--- src/rtl/life_pkg.sv ---
// Shared definitions for the Life generation controller: board geometry,
// controller state encoding and cursor arithmetic helpers.
package life_pkg;

    localparam int BOARD_DIM   = 16;
    localparam int BOARD_CELLS = 256;

    typedef enum logic [1:0] {
        PAUSED = 2'd0,
        RUN    = 2'd1,
        SETTLE = 2'd2,
        COMMIT = 2'd3
    } ctrl_state_t;

    // Cursor index layout is {row[3:0], col[3:0]} = row*16 + col.
    function automatic logic [3:0] cursor_row(input logic [7:0] cur);
        return cur[7:4];
    endfunction

    function automatic logic [3:0] cursor_col(input logic [7:0] cur);
        return cur[3:0];
    endfunction

    // Moves the cursor by a 4-bit two's-complement delta per axis; the 4-bit
    // additions wrap each axis modulo 16 independently.
    function automatic logic [7:0] cursor_step(input logic [7:0] cur,
                                               input logic [3:0] drow,
                                               input logic [3:0] dcol);
        logic [3:0] row;
        logic [3:0] col;
        row = cursor_row(cur) + drow;
        col = cursor_col(cur) + dcol;
        return {row, col};
    endfunction

endpackage

--- src/rtl/life_tick_gen.sv ---
// Generation tick divider: counts 0..TICK_DIV-1 while enabled and emits a
// single-cycle tick on the last count, then wraps to 0. restart forces the
// count back to 0 so a fresh run always gets a full period.
module life_tick_gen #(
    parameter int TICK_DIV = 25_000_000
) (
    input  logic clk,
    input  logic reset,
    input  logic enable,
    input  logic restart,
    output logic tick
);

    localparam int            CW   = (TICK_DIV > 1) ? $clog2(TICK_DIV) : 1;
    localparam logic [CW-1:0] LAST = CW'(TICK_DIV - 1);

    logic [CW-1:0] count;

    assign tick = enable && (count == LAST);

    // Period counter, frozen while disabled.
    always_ff @(posedge clk or posedge reset) begin
        if (reset) begin
            count <= '0;
        end else if (restart) begin
            count <= '0;
        end else if (enable) begin
            if (count == LAST) begin
                count <= '0;
            end else begin
                count <= count + CW'(1);
            end
        end
    end

endmodule

--- src/rtl/life_ctrl.sv ---
// Generation controller for the 16x16 Life update stage. Owns the board
// register, runs/steps generations and lets the user edit cells while paused.
// Optional feature macro: LIFE_CTRL_AUTOPAUSE_EN (still-life detection that
// sets `stable` and drops back to PAUSED).
// All btn_* inputs are single-cycle pulses; a pulse is consumed on the clock
// edge where it is high, and at most one of them acts per cycle.
module life_ctrl
    import life_pkg::*;
#(
    parameter int TICK_DIV      = 25_000_000,
    parameter int SETTLE_CYCLES = 2
) (
    input  logic                   clk,
    input  logic                   reset,
    input  logic                   btn_up,
    input  logic                   btn_down,
    input  logic                   btn_left,
    input  logic                   btn_right,
    input  logic                   btn_toggle,
    input  logic                   btn_step,
    input  logic                   btn_run,
    input  logic                   btn_clear,
    input  logic [BOARD_CELLS-1:0] next_board,
    output logic [BOARD_CELLS-1:0] board_q,
    output logic [7:0]             cursor,
    output logic                   running,
    output logic [15:0]            gen_count,
    output logic                   stable,
    output ctrl_state_t            state_dbg
);

    localparam int            SW          = (SETTLE_CYCLES > 1) ? $clog2(SETTLE_CYCLES) : 1;
    localparam logic [SW-1:0] SETTLE_LAST = SW'(SETTLE_CYCLES - 1);

    ctrl_state_t            state, state_nx;
    logic [BOARD_CELLS-1:0] board_nx;
    logic [7:0]             cursor_nx;
    logic [15:0]            gen_nx;
    logic                   run_mode, run_nx;
    logic                   pause_pending, pp_nx;
    logic [SW-1:0]          settle_cnt, settle_nx;
    logic                   restart;
    logic                   tick;
    logic                   still;
`ifdef LIFE_CTRL_AUTOPAUSE_EN
    logic                   stable_r, stable_nx;
`endif

    life_tick_gen #(
        .TICK_DIV (TICK_DIV)
    ) u_tick (
        .clk     (clk),
        .reset   (reset),
        .enable  (state == RUN),
        .restart (restart),
        .tick    (tick)
    );

    // Next-state and next-register values; clear overrides everything, then
    // each state applies the highest-priority pulse it honours.
    always_comb begin
        state_nx  = state;
        board_nx  = board_q;
        cursor_nx = cursor;
        gen_nx    = gen_count;
        run_nx    = run_mode;
        pp_nx     = pause_pending;
        settle_nx = settle_cnt;
        restart   = 1'b0;
        still     = 1'b0;
`ifdef LIFE_CTRL_AUTOPAUSE_EN
        stable_nx = stable_r;
`endif
        if (btn_clear) begin
            board_nx  = '0;
            gen_nx    = '0;
            run_nx    = 1'b0;
            pp_nx     = 1'b0;
            settle_nx = '0;
            restart   = 1'b1;
            state_nx  = PAUSED;
`ifdef LIFE_CTRL_AUTOPAUSE_EN
            stable_nx = 1'b0;
`endif
        end else begin
            case (state)
                PAUSED: begin
                    if (btn_run) begin
                        run_nx   = 1'b1;
                        restart  = 1'b1;
                        state_nx = RUN;
                    end else if (btn_step) begin
                        run_nx    = 1'b0;
                        settle_nx = '0;
                        state_nx  = SETTLE;
                    end else if (btn_toggle) begin
                        board_nx[cursor] = ~board_q[cursor];
`ifdef LIFE_CTRL_AUTOPAUSE_EN
                        stable_nx = 1'b0;
`endif
                    end else if (btn_up) begin
                        cursor_nx = cursor_step(cursor, 4'hF, 4'h0);
                    end else if (btn_down) begin
                        cursor_nx = cursor_step(cursor, 4'h1, 4'h0);
                    end else if (btn_left) begin
                        cursor_nx = cursor_step(cursor, 4'h0, 4'hF);
                    end else if (btn_right) begin
                        cursor_nx = cursor_step(cursor, 4'h0, 4'h1);
                    end
                end
                RUN: begin
                    if (btn_run) begin
                        run_nx   = 1'b0;
                        state_nx = PAUSED;
                    end else if (tick) begin
                        settle_nx = '0;
                        state_nx  = SETTLE;
                    end
                end
                SETTLE: begin
                    // A pause request here must not cut the generation short;
                    // it is remembered and honoured at COMMIT.
                    if (btn_run) begin
                        pp_nx = 1'b1;
                    end
                    if (settle_cnt == SETTLE_LAST) begin
                        state_nx = COMMIT;
                    end else begin
                        settle_nx = settle_cnt + SW'(1);
                    end
                end
                COMMIT: begin
`ifdef LIFE_CTRL_AUTOPAUSE_EN
                    still     = (next_board == board_q);
                    stable_nx = still;
`endif
                    board_nx  = next_board;
                    gen_nx    = gen_count + 16'd1;
                    pp_nx     = 1'b0;
                    settle_nx = '0;
                    if (run_mode && !pause_pending && !still) begin
                        state_nx = RUN;
                    end else begin
                        run_nx   = 1'b0;
                        state_nx = PAUSED;
                    end
                end
                default: begin
                    state_nx = PAUSED;
                end
            endcase
        end
    end

    // State and datapath registers.
    always_ff @(posedge clk or posedge reset) begin
        if (reset) begin
            state         <= PAUSED;
            board_q       <= '0;
            cursor        <= '0;
            gen_count     <= '0;
            run_mode      <= 1'b0;
            pause_pending <= 1'b0;
            settle_cnt    <= '0;
        end else begin
            state         <= state_nx;
            board_q       <= board_nx;
            cursor        <= cursor_nx;
            gen_count     <= gen_nx;
            run_mode      <= run_nx;
            pause_pending <= pp_nx;
            settle_cnt    <= settle_nx;
        end
    end

`ifdef LIFE_CTRL_AUTOPAUSE_EN
    // Still-life flag register.
    always_ff @(posedge clk or posedge reset) begin
        if (reset) begin
            stable_r <= 1'b0;
        end else begin
            stable_r <= stable_nx;
        end
    end
    assign stable = stable_r;
`else
    assign stable = 1'b0;
`endif

    assign running   = run_mode;
    assign state_dbg = state;

endmodule

--- config.mk ---
export PLATFORM = sky130hd
export DESIGN_NAME = life_ctrl
export DESIGN_NICKNAME = d
export VERILOG_FILES = /design/src/rtl/life_pkg.sv /design/src/rtl/life_tick_gen.sv /design/src/rtl/life_ctrl.sv
export SDC_FILE = /design/constraint.sdc
export NUM_CORES = 1
export LEC_CHECK = 0
export ABC_CLOCK_PERIOD_IN_PS = 10800
export CORE_AREA = 2 2 215 217
export CTS_CLUSTER_SIZE = 10
export DETAILED_ROUTE_END_ITERATION = 10
export DIE_AREA = 0 0 217 219
export DONT_BUFFER_PORTS = 1
export SYNTH_ARGS = -nofsm -noshare
export SYNTH_HDL_FRONTEND = slang
export SYNTH_SLANG_ARGS = --single-unit
--- constraint.sdc ---
create_clock -name clk -period 10.8 [get_ports clk]
set_clock_uncertainty 0.05 [all_clocks]
set_input_delay 2.16 -clock clk [delete_from_list [all_inputs] [get_ports clk]]
set_output_delay 2.16 -clock clk [all_outputs]
set_load 0.1 [all_outputs]
Yosys cells after proc, flatten, opt, wreduce, memory -nomap -nowiden
Cells that the tools add are included.

Bitwise gates (word level): 7. Eq/ne operators: 16. Reduce and logical (&&, ||, !) cells: 19. Mux-type cells: 45. Add/subtract/negate cells: 7. Magnitude comparators: 2.

Operator list (number): $mux 256 (4); $pmux 256 s2 (1); $bwmux 256 (1); $mux 25 (3); $mux 16 (2); $ne 3x3->1 const B (10); $add 25x1->25 const B (1); $eq 25x25->1 const B (1); $mux 1 (18); $add 16x1->16 const B (1); $mux 8 (2); $mux 2 (6); $reduce_and 4->1 (3); $lt 8x9->1 const B (1); $add 4x1->4 const B (2); $add 4x4->4 const B (2); $bmux 1 s8 (1); $demux 1 s8 (1); $ge 8x1->1 const B (1); $mux 4 (2); $ne 4x4->1 const B (2); $pmux 2 s4 (1); $reduce_and 8->1 (1); $reduce_bool 2->1 (4); 15 further kinds (25).

Input bits: 266. Flip-flop bits (word level): 310. Logic and storage cells: 105.

Longest topological paths before layout
Depth in word-level cells: 10. Gate-level depth with buffers: 15.

Modules after synthesis
A second synthesis with hierarchy kept.

Cell total of the unflattened synthesis: 2548. Area total of the unflattened synthesis: 21129.0 sq um.

Modules (own cells, without submodules): life_ctrl (times used 1, area each 19761.5 sq um, seq. area each 7131.8 sq um, cells an instance 2407); life_tick_gen (times used 1, area each 1367.6 sq um, seq. area each 625.6 sq um, cells an instance 141).

Least setup slack after synthesis
Ideal clock, no wire load.

Path kind: input port to flip-flop. Start point: input port btn_run. End point: register board_q[183]. Stages: 10. Path buffers: 4. Setup slack: 6347 ps. Setup time: 133 ps. Arrival time: 4270 ps. Cells stage by stage: clkbuf_1 nor4_1 nand2_1 nand2_1 clkbuf_1 clkbuf_1 clkbuf_1 nand2_1 a22oi_1 o31ai_2.

Cells in the longest elaborated chain, start to end: 2.

Ends and longest elaborated chain: start: declaration (line life_ctrl.sv:21) `input logic btn_run,`; $ne 3x3->1 (no line); $reduce_and 4->1 (no line); end signal: assignment (line life_ctrl.sv:167) `board_q <= board_nx;`; end: declaration (line life_ctrl.sv:24) `output logic [BOARD_CELLS-1:0] board_q,`.

Every way passes these cells. A chain may end at the register's enable or synchronous reset.

Final worst setup path
Start point: input port btn_run. End point: register board_q[233].

Same word-level chain as after synthesis.

==> impl_metrics.json <==
{
  "status": "complete, no violations",
  "cts.path.max_buffers": 3,
  "startpoint": "btn_run",
  "synth.most_common_cell": "dfrtp_1",
  "grt_usage": 0.373,
  "cp_max_fo": 115,
  "worst_r2r_path_depth": 10,
  "ir_worst_vdd_uv": 145,
  "ys_types": 61,
  "hold_viol_final": 0,
  "p_per_area_nw_per_um2": 208,
  "async_flop_share": 1.00,
  "finalMaxSlewViolations": 0,
  "netlist_area_um2": 19900,
  "cts_tree": "built",
  "root_buffer": "clkbuf_16",
  "grt_pass1_wl_um": 132000,
  "synth_nets": 2593,
  "relSlewSlack": 0.134,
  "synth_common_cells": "310 x dfrtp_1, 275 x nand2_1, 229 x nor2_1",
  "synth_edf_count": 0,
  "core-area_um2": 45100,
  "routed_wl_um": 92300,
  "ctsResizeCount": 0,
  "drive_above_1_share": 0.0784,
  "ys_seq_area_frac": 0.390,
  "post_cts.repair.setup_buffers": 0,
  "htreeDepth": 2,
  "synth_ff_type": "dfrtp_1",
  "cts_buffers": 39,
  "drc": 0,
  "grt_pass1_vias": 18600,
  "die_w_um": 217,
  "fin_nets": 2450,
  "dieArea_um2": 47500,
  "syn_to_final_growth_pct": 7.17,
  "cp-start-kind": "primary input",
  "initial_utilization": 0.441,
  "clkSinkCount": 310,
  "ctsHoldBuffers": 0,
  "yosys_warnings": 0,
  "wl_per_cell_um": 32.9,
  "r2r-end": "board_q[112]",
  "antenna_found_initial": 16,
  "clkSlewWorstSetupHoldPaths_ps": 60,
  "fill_cells": 4339,
  "die-height_um": 219,
  "clkLatencyLatePin_ps": 580,
  "min-delay-path-class": "reg -> reg",
  "vias_per_cell": 7.21,
  "fin_crit_ps": 5420,
  "ioPinCount": 550,
  "firstDrtPassIters": 7,
  "rows": 78,
  "power.leakage_nw": 7.89,
  "max_cap_violations": 0,
  "finalCritPeriodShare": 0.502,
  "synth_top_cell_area_share": 0.390,
  "port_buffers": 0,
  "cp.arrival_ps": 5810,
  "max_clock_freq_ghz": 0.184,
  "vias": 20200,
  "crit_type": "in -> reg",
  "globalRouteOverflowTotal": 0,
  "crit_end": "board_q[233]",
  "rrSetupSlack_ps": 5640,
  "required_ps": 11190,
  "routabilityCongestion": 0.879,
  "ant_nets": 0,
  "synthTopCellsByArea": "dfrtp_1 39%, o21ai_0 5.7%, nand2_1 5.2%, a22oi_1 4.5%, nor2_1 4.3%",
  "grt_start_max_net_pins": 197,
  "p_total_w": 0.00444,
  "avgSynthCellArea_um2": 8.58,
  "reg2reg_from": "cursor[1]",
  "worst_pin_slew_ps": 1300,
  "setup_tns_ps": 0,
  "grt_setup_unrepaired": "false",
  "synth_top_cell_by_area": "dfrtp_1",
  "register_area_um2": 7770,
  "synthCells": 2317,
  "critPathCaptureType": "flip-flop",
  "ys_seq_elements": 310,
  "drt_iter0_drc": 2763,
  "multi_input_area_um2": 11100,
  "place_hpwl_um": 61400,
  "setup_viol": 0
}
==> sequential cells by signal, summed over array words and instances (netlist names) <==
| signal | flops |
|---|---|
| board_q | 256 |
| gen_count | 16 |
| u_tick.count | 25 |
| state_dbg | 2 |
| settle_cnt | 1 |
| running | 1 |
| cursor | 8 |
| pause_pending | 1 |
==> metal layers <==
layer / GRT usage / part of all wire / vias up
met1: 0.469 / 0.37 / 9981
met5: 0 / 0.00087 / -
met2: 0.577 / 0.45 / 1448
met4: 0.160 / 0.049 / 14
li1: - / - / 8499
met3: 0.138 / 0.13 / 291
==> cell type report <==
class / count / share of cell area
Clock buffer: 57 / 0.0518
Inverter: 27 / 0.00511
Clock inverter: 5 / 0.00170
Antenna cell: 10 / 0.00118
Tap cell: 600 / 0.0353
Multi-Input combinational cell: 1745 / 0.521
Sequential cell: 310 / 0.365
Timing Repair Buffer: 51 / 0.0186
==> kinds of logic (layout without fill, tap and decap cells) <==
family,after synthesis,count (layout),synth area share
flip-flops,310,310,0.390
buffers and inverters,262,140,0.0556
adder cells (fa/ha/maj),10,10,0.00668
other,1,11,0.000189
AO/OA/AOI/OAI,862,862,0.294
XOR/XNOR,41,41,0.0181
multiplexers,104,104,0.0714
AND/OR/NAND/NOR,727,727,0.164
==> cells in the final DEF, fill, tap and decap left out, types with 9 or more instances in the layout <==
| cell | n |
|---|---|
| clkbuf_1 | 12 |
| o21ai_0 | 227 |
| nand3_1 | 48 |
| a311oi_1 | 17 |
| a32oi_1 | 81 |
| and2_1 | 11 |
| or4_1 | 19 |
| diode_2 | 10 |
| and3_1 | 12 |
| clkbuf_16 | 39 |
| xnor2_1 | 13 |
| nor4_1 | 45 |
| nor2_1 | 227 |
| buf_4 | 50 |
| ha_1 | 9 |
| a21oi_1 | 137 |
| mux2i_1 | 72 |
| inv_1 | 24 |
| o31ai_1 | 80 |
| a22oi_1 | 119 |
| nor3_1 | 19 |
| a211oi_1 | 86 |
| nand2_1 | 273 |
| a31oi_1 | 25 |
| dfrtp_1 | 303 |
| a221o_1 | 43 |
| or3_1 | 11 |
| nor2b_1 | 16 |
| xor2_1 | 28 |
| mux4_2 | 30 |
| a221oi_1 | 16 |
| o31ai_2 | 9 |
==> metrics by stage <==
stage | hold WS (ps) | area [um2] | cells | setup slack (ps) | util
after floorplan | 387 | 19900 | 2317 | 17.3 | -
after global placement | 413 | 20100 | 2733 | 4990 | 0.446
after detailed placement | 412 | 20100 | 2733 | 4930 | 0.446
after CTS | 427 | 21300 | 2795 | 5530 | 0.472
after global routing | 469 | 21300 | 2800 | 5260 | 0.472
final | 422 | 21300 | 2805 | 5380 | 0.472
==> power by group <==
part	total, W	switching [W]	internal (W)
combinational	0.00136	0.00103	0.000330
sequential	0.00183	0.000611	0.00122
clock	0.00125	0.000547	0.000703
total	0.00444	0.00218	0.00225
==> worst min path at each step <==
| stage | start | endpoint | slack (ps) | cells past startpoint |
|---|---|---|---|---|
| detailed placement | u_tick.count[24] | u_tick.count[24] | 410 | 1 |
| finish | u_tick.count[24] | u_tick.count[24] | 420 | 1 |
| floorplan | u_tick.count[24] | u_tick.count[24] | 390 | 1 |
| CTS | u_tick.count[24] | u_tick.count[24] | 430 | 1 |
| global placement | u_tick.count[24] | u_tick.count[24] | 410 | 1 |
| global route | u_tick.count[24] | u_tick.count[24] | 470 | 1 |
==> worst max-delay path: stages <==
cell      delay (ps)
nor4_1           620
nand2_1          110
buf_4            290
nand2_4          690
buf_4            990
o21ai_0          350
a221oi_1         360
a211oi_1          90
Note: power is estimated with default switching activity, not from simulation.
